`config.mk`:
```
export PLATFORM = sky130hd
export DESIGN_NAME = risc_control_unit_flat
export DESIGN_NICKNAME = d
export VERILOG_FILES = /design/src/rtl/risc_pkg.sv /design/src/rtl/risc_control_unit_if.sv /design/src/rtl/risc_op_decode.sv /design/src/rtl/risc_control_unit.sv /design/src/flat_wrapper.sv
export SDC_FILE = /design/constraint.sdc
export NUM_CORES = 1
export LEC_CHECK = 0
export ABC_AREA = 1
export ABC_CLOCK_PERIOD_IN_PS = 2400
export CAP_MARGIN = 30
export CORE_UTILIZATION = 31
export DETAILED_ROUTE_END_ITERATION = 16
export GPL_TIMING_DRIVEN = 1
export PLACE_DENSITY = 0.93
export SLEW_MARGIN = 30
export SYNTH_ARGS = -nofsm -noshare
export SYNTH_HDL_FRONTEND = slang
export SYNTH_SLANG_ARGS = --single-unit
export TNS_END_PERCENT = 1
```
`constraint.sdc`:
```
create_clock -name clk -period 2.4 [get_ports clk]
set_input_delay 0.6 -clock clk [delete_from_list [all_inputs] [get_ports clk]]
set_output_delay 0.6 -clock clk [all_outputs]
set_load 0.01 [all_outputs]
```
`src/rtl/risc_pkg.sv`:
```
`default_nettype none
// ============================================================================
// Module   : risc_pkg
// Purpose  : Shared opcodes, state encoding and mux codes for the RISC control unit.
// Revision : 1.0 - initial release
// ============================================================================
package risc_pkg;

   localparam int OPC_W = 4;
   localparam int RA_W  = 4;
   localparam int AW    = 8;

   localparam logic [OPC_W-1:0] OP_NOP   = 4'h0;
   localparam logic [OPC_W-1:0] OP_LOAD  = 4'h1;
   localparam logic [OPC_W-1:0] OP_LDI   = 4'h2;
   localparam logic [OPC_W-1:0] OP_ADD   = 4'h3;
   localparam logic [OPC_W-1:0] OP_SUB   = 4'h4;
   localparam logic [OPC_W-1:0] OP_STORE = 4'h5;
   localparam logic [OPC_W-1:0] OP_HALT  = 4'hF;

   localparam logic [1:0] RF_SRC_ALU = 2'd0;
   localparam logic [1:0] RF_SRC_MEM = 2'd1;
   localparam logic [1:0] RF_SRC_IMM = 2'd2;

   localparam logic [2:0] ALU_ADD = 3'd0;
   localparam logic [2:0] ALU_SUB = 3'd1;

   typedef enum logic [2:0] {
      ST_INIT    = 3'd0,
      ST_FETCH   = 3'd1,
      ST_FETCH_W = 3'd2,
      ST_DECODE  = 3'd3,
      ST_MEM_RD  = 3'd4,
      ST_WB      = 3'd5,
      ST_MEM_WR  = 3'd6,
      ST_HALT    = 3'd7
   } state_t;

endpackage
`default_nettype wire

```
`src/rtl/risc_control_unit_if.sv`:
```
`default_nettype none
// ============================================================================
// Module   : risc_control_unit_if
// Purpose  : Control bus between the control unit (master) and the datapath (slave).
// Revision : 1.0 - initial release
// ============================================================================
interface risc_control_unit_if;
   import risc_pkg::*;

   logic [15:0]     ir_out;
   logic            pc_ld;
   logic            pc_inc;
   logic            pc_clr;
   logic            ir_ld;
   logic            ir_rst;
   logic            data_addr_sel;
   logic            rd;
   logic            wr;
   logic [1:0]      rf_sel;
   logic [2:0]      alu_sel;
   logic [RA_W-1:0] wr_addr;
   logic [RA_W-1:0] rd_addr_P;
   logic [RA_W-1:0] rd_addr_Q;
   logic            w_wr;
   logic            rd_P;
   logic            rd_Q;
   logic            rst16x16;
   logic            halted;
   logic            illegal;
   logic [2:0]      state;

   modport master (
      input  ir_out,
      output pc_ld, pc_inc, pc_clr, ir_ld, ir_rst, data_addr_sel, rd, wr,
             rf_sel, alu_sel, wr_addr, rd_addr_P, rd_addr_Q,
             w_wr, rd_P, rd_Q, rst16x16, halted, illegal, state
   );

   modport slave (
      output ir_out,
      input  pc_ld, pc_inc, pc_clr, ir_ld, ir_rst, data_addr_sel, rd, wr,
             rf_sel, alu_sel, wr_addr, rd_addr_P, rd_addr_Q,
             w_wr, rd_P, rd_Q, rst16x16, halted, illegal, state
   );

endinterface
`default_nettype wire

```
`src/rtl/risc_op_decode.sv`:
```
`default_nettype none
// ============================================================================
// Module   : risc_op_decode
// Purpose  : Combinational opcode classifier for the RISC control unit.
// Revision : 1.0 - initial release
// ============================================================================
module risc_op_decode
   import risc_pkg::*;
(
   input  logic [OPC_W-1:0] opcode,
   output logic             is_load,
   output logic             is_ldi,
   output logic             is_alu,
   output logic             is_store,
   output logic             is_halt,
   output logic             is_illegal
);

   always_comb begin
      is_load    = 1'b0;
      is_ldi     = 1'b0;
      is_alu     = 1'b0;
      is_store   = 1'b0;
      is_halt    = 1'b0;
      is_illegal = 1'b0;
      case (opcode)
         OP_NOP:         ;
         OP_LOAD:        is_load  = 1'b1;
         OP_LDI:         is_ldi   = 1'b1;
         OP_ADD, OP_SUB: is_alu   = 1'b1;
         OP_STORE:       is_store = 1'b1;
         OP_HALT:        is_halt  = 1'b1;
         default:        is_illegal = 1'b1;
      endcase
   end

endmodule
`default_nettype wire

```
`src/rtl/risc_control_unit.sv`:
```
`default_nettype none
// ============================================================================
// Module   : risc_control_unit
// Purpose  : Multi-cycle fetch/decode/execute FSM driving the 16-bit RISC datapath.
//            Optional: RISC_SINGLE_STEP_EN adds a step input gating FETCH.
// Revision : 1.0 - initial release
// ============================================================================
module risc_control_unit
   import risc_pkg::*;
(
   input  logic                clk,
   input  logic                rst,
`ifdef RISC_SINGLE_STEP_EN
   input  logic                step,
`endif
   risc_control_unit_if.master bus
);

   state_t          r_state;
   state_t          w_next_state;
   logic [OPC_W-1:0] w_opcode;
   logic [RA_W-1:0]  w_rx;
   logic [RA_W-1:0]  w_rp;
   logic [RA_W-1:0]  w_rq;
   logic            w_is_load;
   logic            w_is_ldi;
   logic            w_is_alu;
   logic            w_is_store;
   logic            w_is_halt;
   logic            w_is_illegal;
   logic            w_fetch_go;

   assign w_opcode = bus.ir_out[15:12];
   assign w_rx     = bus.ir_out[11:8];
   assign w_rp     = bus.ir_out[7:4];
   assign w_rq     = bus.ir_out[3:0];

`ifdef RISC_SINGLE_STEP_EN
   assign w_fetch_go = step;
`else
   assign w_fetch_go = 1'b1;
`endif

   risc_op_decode u_op_decode (
      .opcode     (w_opcode),
      .is_load    (w_is_load),
      .is_ldi     (w_is_ldi),
      .is_alu     (w_is_alu),
      .is_store   (w_is_store),
      .is_halt    (w_is_halt),
      .is_illegal (w_is_illegal)
   );

   always_ff @(posedge clk or negedge rst) begin
      if (!rst) r_state <= ST_INIT;
      else      r_state <= w_next_state;
   end

   always_comb begin
      w_next_state      = r_state;
      bus.pc_ld         = 1'b0;
      bus.pc_inc        = 1'b0;
      bus.pc_clr        = 1'b0;
      bus.ir_ld         = 1'b0;
      bus.ir_rst        = 1'b0;
      bus.data_addr_sel = 1'b0;
      bus.rd            = 1'b0;
      bus.wr            = 1'b0;
      bus.rf_sel        = RF_SRC_ALU;
      bus.alu_sel       = ALU_ADD;
      bus.wr_addr       = '0;
      bus.rd_addr_P     = '0;
      bus.rd_addr_Q     = '0;
      bus.w_wr          = 1'b0;
      bus.rd_P          = 1'b0;
      bus.rd_Q          = 1'b0;
      bus.rst16x16      = 1'b0;
      bus.halted        = 1'b0;
      bus.illegal       = 1'b0;
      bus.state         = r_state;
      case (r_state)
         ST_INIT: begin
            bus.pc_clr   = 1'b1;
            bus.ir_rst   = 1'b1;
            bus.rst16x16 = 1'b1;
            w_next_state = ST_FETCH;
         end
         // RAM registers mem[PC] on the edge that leaves FETCH.
         ST_FETCH: begin
            bus.rd = w_fetch_go;
            if (w_fetch_go) w_next_state = ST_FETCH_W;
         end
         ST_FETCH_W: begin
            bus.rd       = 1'b1;
            bus.ir_ld    = 1'b1;
            bus.pc_inc   = 1'b1;
            w_next_state = ST_DECODE;
         end
         ST_DECODE: begin
            bus.rd_P    = 1'b1;
            bus.rd_Q    = 1'b1;
            bus.illegal = w_is_illegal;
            if (w_is_load)                 w_next_state = ST_MEM_RD;
            else if (w_is_ldi || w_is_alu) w_next_state = ST_WB;
            else if (w_is_store)           w_next_state = ST_MEM_WR;
            else if (w_is_halt)            w_next_state = ST_HALT;
            else                           w_next_state = ST_FETCH;
         end
         ST_MEM_RD: begin
            bus.data_addr_sel = 1'b1;
            bus.rd            = 1'b1;
            w_next_state      = ST_WB;
         end
         ST_WB: begin
            bus.w_wr     = 1'b1;
            w_next_state = ST_FETCH;
            if (w_is_load) begin
               bus.data_addr_sel = 1'b1;
               bus.rf_sel        = RF_SRC_MEM;
               bus.wr_addr       = w_rx;
            end else if (w_is_ldi) begin
               bus.rf_sel  = RF_SRC_IMM;
               bus.wr_addr = w_rx;
            end else begin
               bus.rf_sel    = RF_SRC_ALU;
               bus.alu_sel   = (w_opcode == OP_SUB) ? ALU_SUB : ALU_ADD;
               bus.rd_addr_P = w_rp;
               bus.rd_addr_Q = w_rq;
            end
         end
         ST_MEM_WR: begin
            bus.data_addr_sel = 1'b1;
            bus.wr            = 1'b1;
            bus.rd_addr_P     = w_rx;
            w_next_state      = ST_FETCH;
         end
         ST_HALT: begin
            bus.halted = 1'b1;
         end
         default: w_next_state = ST_INIT;
      endcase
   end

endmodule
`default_nettype wire

```
`src/flat_wrapper.sv`:
```
// flat-port wrapper written by rule: the top's interface ports become plain ports
module risc_control_unit_flat import risc_pkg::*;
  (clk, rst, bus_ir_out, bus_pc_ld, bus_pc_inc, bus_pc_clr, bus_ir_ld, bus_ir_rst, bus_data_addr_sel, bus_rd, bus_wr, bus_rf_sel, bus_alu_sel, bus_wr_addr, bus_rd_addr_P, bus_rd_addr_Q, bus_w_wr, bus_rd_P, bus_rd_Q, bus_rst16x16, bus_halted, bus_illegal, bus_state);
  risc_control_unit_if bus_i ();
  input  logic clk;
  input  logic rst;
  input wire logic [$bits(bus_i.ir_out)-1:0] bus_ir_out;
  output wire logic [$bits(bus_i.pc_ld)-1:0] bus_pc_ld;
  output wire logic [$bits(bus_i.pc_inc)-1:0] bus_pc_inc;
  output wire logic [$bits(bus_i.pc_clr)-1:0] bus_pc_clr;
  output wire logic [$bits(bus_i.ir_ld)-1:0] bus_ir_ld;
  output wire logic [$bits(bus_i.ir_rst)-1:0] bus_ir_rst;
  output wire logic [$bits(bus_i.data_addr_sel)-1:0] bus_data_addr_sel;
  output wire logic [$bits(bus_i.rd)-1:0] bus_rd;
  output wire logic [$bits(bus_i.wr)-1:0] bus_wr;
  output wire logic [$bits(bus_i.rf_sel)-1:0] bus_rf_sel;
  output wire logic [$bits(bus_i.alu_sel)-1:0] bus_alu_sel;
  output wire logic [$bits(bus_i.wr_addr)-1:0] bus_wr_addr;
  output wire logic [$bits(bus_i.rd_addr_P)-1:0] bus_rd_addr_P;
  output wire logic [$bits(bus_i.rd_addr_Q)-1:0] bus_rd_addr_Q;
  output wire logic [$bits(bus_i.w_wr)-1:0] bus_w_wr;
  output wire logic [$bits(bus_i.rd_P)-1:0] bus_rd_P;
  output wire logic [$bits(bus_i.rd_Q)-1:0] bus_rd_Q;
  output wire logic [$bits(bus_i.rst16x16)-1:0] bus_rst16x16;
  output wire logic [$bits(bus_i.halted)-1:0] bus_halted;
  output wire logic [$bits(bus_i.illegal)-1:0] bus_illegal;
  output wire logic [$bits(bus_i.state)-1:0] bus_state;
  assign bus_i.ir_out = bus_ir_out;
  assign bus_pc_ld = bus_i.pc_ld;
  assign bus_pc_inc = bus_i.pc_inc;
  assign bus_pc_clr = bus_i.pc_clr;
  assign bus_ir_ld = bus_i.ir_ld;
  assign bus_ir_rst = bus_i.ir_rst;
  assign bus_data_addr_sel = bus_i.data_addr_sel;
  assign bus_rd = bus_i.rd;
  assign bus_wr = bus_i.wr;
  assign bus_rf_sel = bus_i.rf_sel;
  assign bus_alu_sel = bus_i.alu_sel;
  assign bus_wr_addr = bus_i.wr_addr;
  assign bus_rd_addr_P = bus_i.rd_addr_P;
  assign bus_rd_addr_Q = bus_i.rd_addr_Q;
  assign bus_w_wr = bus_i.w_wr;
  assign bus_rd_P = bus_i.rd_P;
  assign bus_rd_Q = bus_i.rd_Q;
  assign bus_rst16x16 = bus_i.rst16x16;
  assign bus_halted = bus_i.halted;
  assign bus_illegal = bus_i.illegal;
  assign bus_state = bus_i.state;
  risc_control_unit u_core (.clk(clk), .rst(rst), .bus(bus_i));
endmodule
```
==> flow_metrics.py, run 1 <==
metrics = {
    "outcome": {
        "run_status": "finished, violations left",
        "failed_checks": "DRC",
    },
    "place": {
        "dp_cells": 166,
        "post-dp-hpwl_um": 1674,
        "port_buffers": 48,
        "postPlaceCellArea_um2": 1064,
        "routabilityCongestion": 0.7252,
    },
    "clock_tree": {
        "cts-buffers-inserted": 3,
        "cts_max_level": 1,
        "clock_sink_count": 3,
        "tritoncts": "yes",
        "clkLatencyLatePin_ns": 0.24,
        "clk_root_buf": "clkbuf_4",
        "clock_tree.buffer_depth": 2,
        "worst_setup_hold_path_clk_slew_ns": 0.04,
        "cts_hold_buf": 0,
    },
    "grt": {
        "grt_max_degree": 14,
        "first_global_vias": 770,
        "wire_length_of_the_first_global_routing_pass_um": 3139,
        "grt_remaining_overflow": 0,
        "grt_use_total_pct": 22.28,
        "antenna_found_initial": 0,
    },
    "layout": {
        "drive_above_1_share_pct": 28.57,
        "final_net_count": 173,
        "number_of_antenna_cells_inserted": 0,
        "layout-area-overhead-vs-synth_pct": 100.7,
        "largest_reg_flops": 3,
        "final_cells": 170,
        "finalInstanceArea_um2": 1062,
        "num-fill-cells": 153,
        "final_core_utilization_pct": 68.14,
    },
    "setup_path": {
        "timing.critical_path.from_type": "flip-flop",
        "critPathMaxFanout": 7,
        "crit_required_ns": 1.80,
        "max_stage_delay_ns": 0.58,
        "worstSetupStartpoint": "u_core.bus.state[0]$_DFFE_PN0P_",
        "critical_path.cell_chain": "buf_4 -> nor3_1 -> clkdlybuf4s50_1",
        "critPathCaptureType": "output pin",
        "regToRegStartpoint": "u_core.bus.state[0]$_DFFE_PN0P_",
        "timing.setup.critical_path_class": "flip-flop to output pin",
        "critical-path-slowest-cell": "clkdlybuf4s50_1",
        "cp.arrival_ns": 1.68,
    },
    "pwr": {
        "clk_pwr_share_pct": 44.8,
        "ir_drop_worst_vdd_uv": 136.0,
        "switching_component_of_the_power_uw": 54.37,
        "comb_power_share_pct": 30.4,
        "netSwitchingFraction_pct": 26.56,
        "powerDensity_nw_per_um2": 192.7,
        "p_int_uw": 150.3,
        "fin_total_pwr_uw": 204.7,
        "cellLeakagePower_uw": 0.0005665,
        "pwr-share-seq_pct": 24.8,
    },
    "synth": {
        "synth_edf_count": 0,
        "portion_of_synthesized_cell_area_occupied_by_the_leading_cell_type_pct": 22.70,
        "ys_ff_latch": 3,
        "synthTopCellsByArea": "nand2_1, dfrtp_1, nor2_1, buf_4, inv_1",
        "synth_cell_types": 22,
        "dominantRegCellSynth": "dfrtp_1",
        "synth_largest_area_cell": "nand2_1",
        "yosysSeqAreaShare_pct": 14.18,
        "syn-instance-count": 96,
        "synth-async-reset-ratio_pct": 100.0,
        "synth_area_per_cell_um2": 5.513,
        "synth_warnings": 0,
        "top_cell_types_by_occurrence_after_synthesis": "nand2_1, nor2_1, inv_1",
        "cell_with_the_most_instances_after_synthesis": "nand2_1",
        "syn_area_um2": 529.3,
    },
    "drt": {
        "wl_per_cell_um": 11.45,
        "detail-route-antenna-nets": 0,
        "vias": 770,
        "detailedRoute.firstIterationViolations": 14,
        "finalWirelength_um": 1947,
        "route.detailed.drc": 4,
        "vias_per_cell": 4.529,
        "drt_pre_antenna_iters": 10,
    },
    "sta": {
        "final_period_minus_worst_setup_slack_ns": 2.282,
        "final.period_utilization_pct": 95.07,
        "final.setup_skew_ns": 0.002288,
        "achievable_frequency_ghz": 0.4383,
        "final-hold-violation-count": 0,
        "final-setup-viol-count": 0,
        "finalMaxSlewViolations": 0,
        "grt_setup_unrepaired": "no",
        "setup_tns_ns": 0,
    },
    "floorplanning": {
        "core-area_um2": 1559,
        "die-height_um": 43.32,
        "floorplan.initialDensity_pct": 33.95,
        "die_width_um": 43.32,
        "row_count": 14,
        "io_pins": 52,
        "floorplan.die_area_um2": 1877,
    },
    "flow_run": {
        "cap_viol_max_count": 0,
    },
    "worst_hold_path": {
        "min-delay-path-class": "primary input to async pin",
    },
}
## through the flow
step | hold WS (ns) | worst slack [ns]
after floorplan | 0.3044 | 0.5402
after global placement | 0.7150 | -0.4031
after detailed placement | 0.7284 | -0.4844
after CTS | 0.5358 | -0.1966
after global routing | 0.5462 | 0.02022
final | 0.5405 | 0.1183
## what timing repair did
action | in CTS | in global routing
cloned | 0 | 0
gates resized for setup | 48 | 12
endpoints found under the setup margin | 20 | 22
buffers inserted | 0 | 0
## logic make-up after synthesis
| group | Yosys count | share of synthesized area (%) |
|---|---|---|
| other | 1 | 0.7085 |
| AOI/OAI and AO/OA | 9 | 10.40 |
| DFF | 3 | 14.18 |
| and+or+nand+nor | 60 | 51.07 |
| buffers and inverters | 23 | 23.64 |
## critical path: cells and delay by family, from the launching register on
family                 cells  cell delay, ns
DFF                        1            0.46
buffers and inverters      2            0.76
and+or+nand+nor            1            0.22
## metal layers
metal	part of all wire, %	GRT usage, %
met3	3.0	1.702
met5	0	0
met1	36	23.14
met4	3.6	15.00
met2	57	41.82
## layout by cell type (no fill, tap or decap), types with 2 or more instances in the layout
cell	n
buf_2	8
buf_4	13
clkbuf_4	3
clkdlybuf4s15_2	2
clkdlybuf4s50_1	27
conb_1	3
dfrtp_2	2
dlygate4sd2_1	8
dlymetal6s2s_1	2
inv_1	10
inv_2	3
nand2_1	30
nand2_2	3
nand3_1	3
nor2_1	15
nor2_2	3
o21ai_0	4
## path summary, 6_finish.rpt
| path | to | slack, ns | cells past startpoint |
|---|---|---|---|
| worst max register to register | u_core.bus.state[2]$_DFFE_PN0P_ | 1.26 | 6 |
| max in group asynchronous | u_core.bus.state[0]$_DFFE_PN0P_ | 1.70 | 1 |
| worst min-delay path | u_core.bus.state[1]$_DFFE_PN0P_ | 0.54 | 1 |
| worst min register to register | u_core.bus.state[1]$_DFFE_PN0P_ | 0.68 | 2 |
| worst max-delay path | bus_ir_ld | 0.12 | 3 |
| min in group clk | u_core.bus.state[1]$_DFFE_PN0P_ | 0.68 | 2 |
## area by class of cell
type	count	area (um2)	area share, %
Tap cell	16	20.02	1.885
Clock buffer	4	26.28	2.473
Sequential cell	3	77.57	7.303
Inverter	14	53.80	5.065
Timing Repair Buffer	61	530.5	49.94
Multi-Input combinational cell	72	354.1	33.33
## power by group through the flow
stage | registers [uW] | clock network, uW | logic, uW
6_report | 50.9 | 91.6 | 62.2
3_5_place_dp | 51.5 | 0 | 61.8
3_3_place_gp | 51.5 | 0 | 58.9
4_1_cts | 50.8 | 96.4 | 61.9
2_1_floorplan | 51.5 | 0 | 17.7
5_1_grt | 50.8 | 99.8 | 68.0
No activity file was read; power rests on OpenSTA's default activity.
==> run 2: changes to the inputs <==
GPL_TIMING_DRIVEN = unset   (was 1)
==> results of run 2 <==
The final DEF is identical to that of run 1; final timing and power are the same.
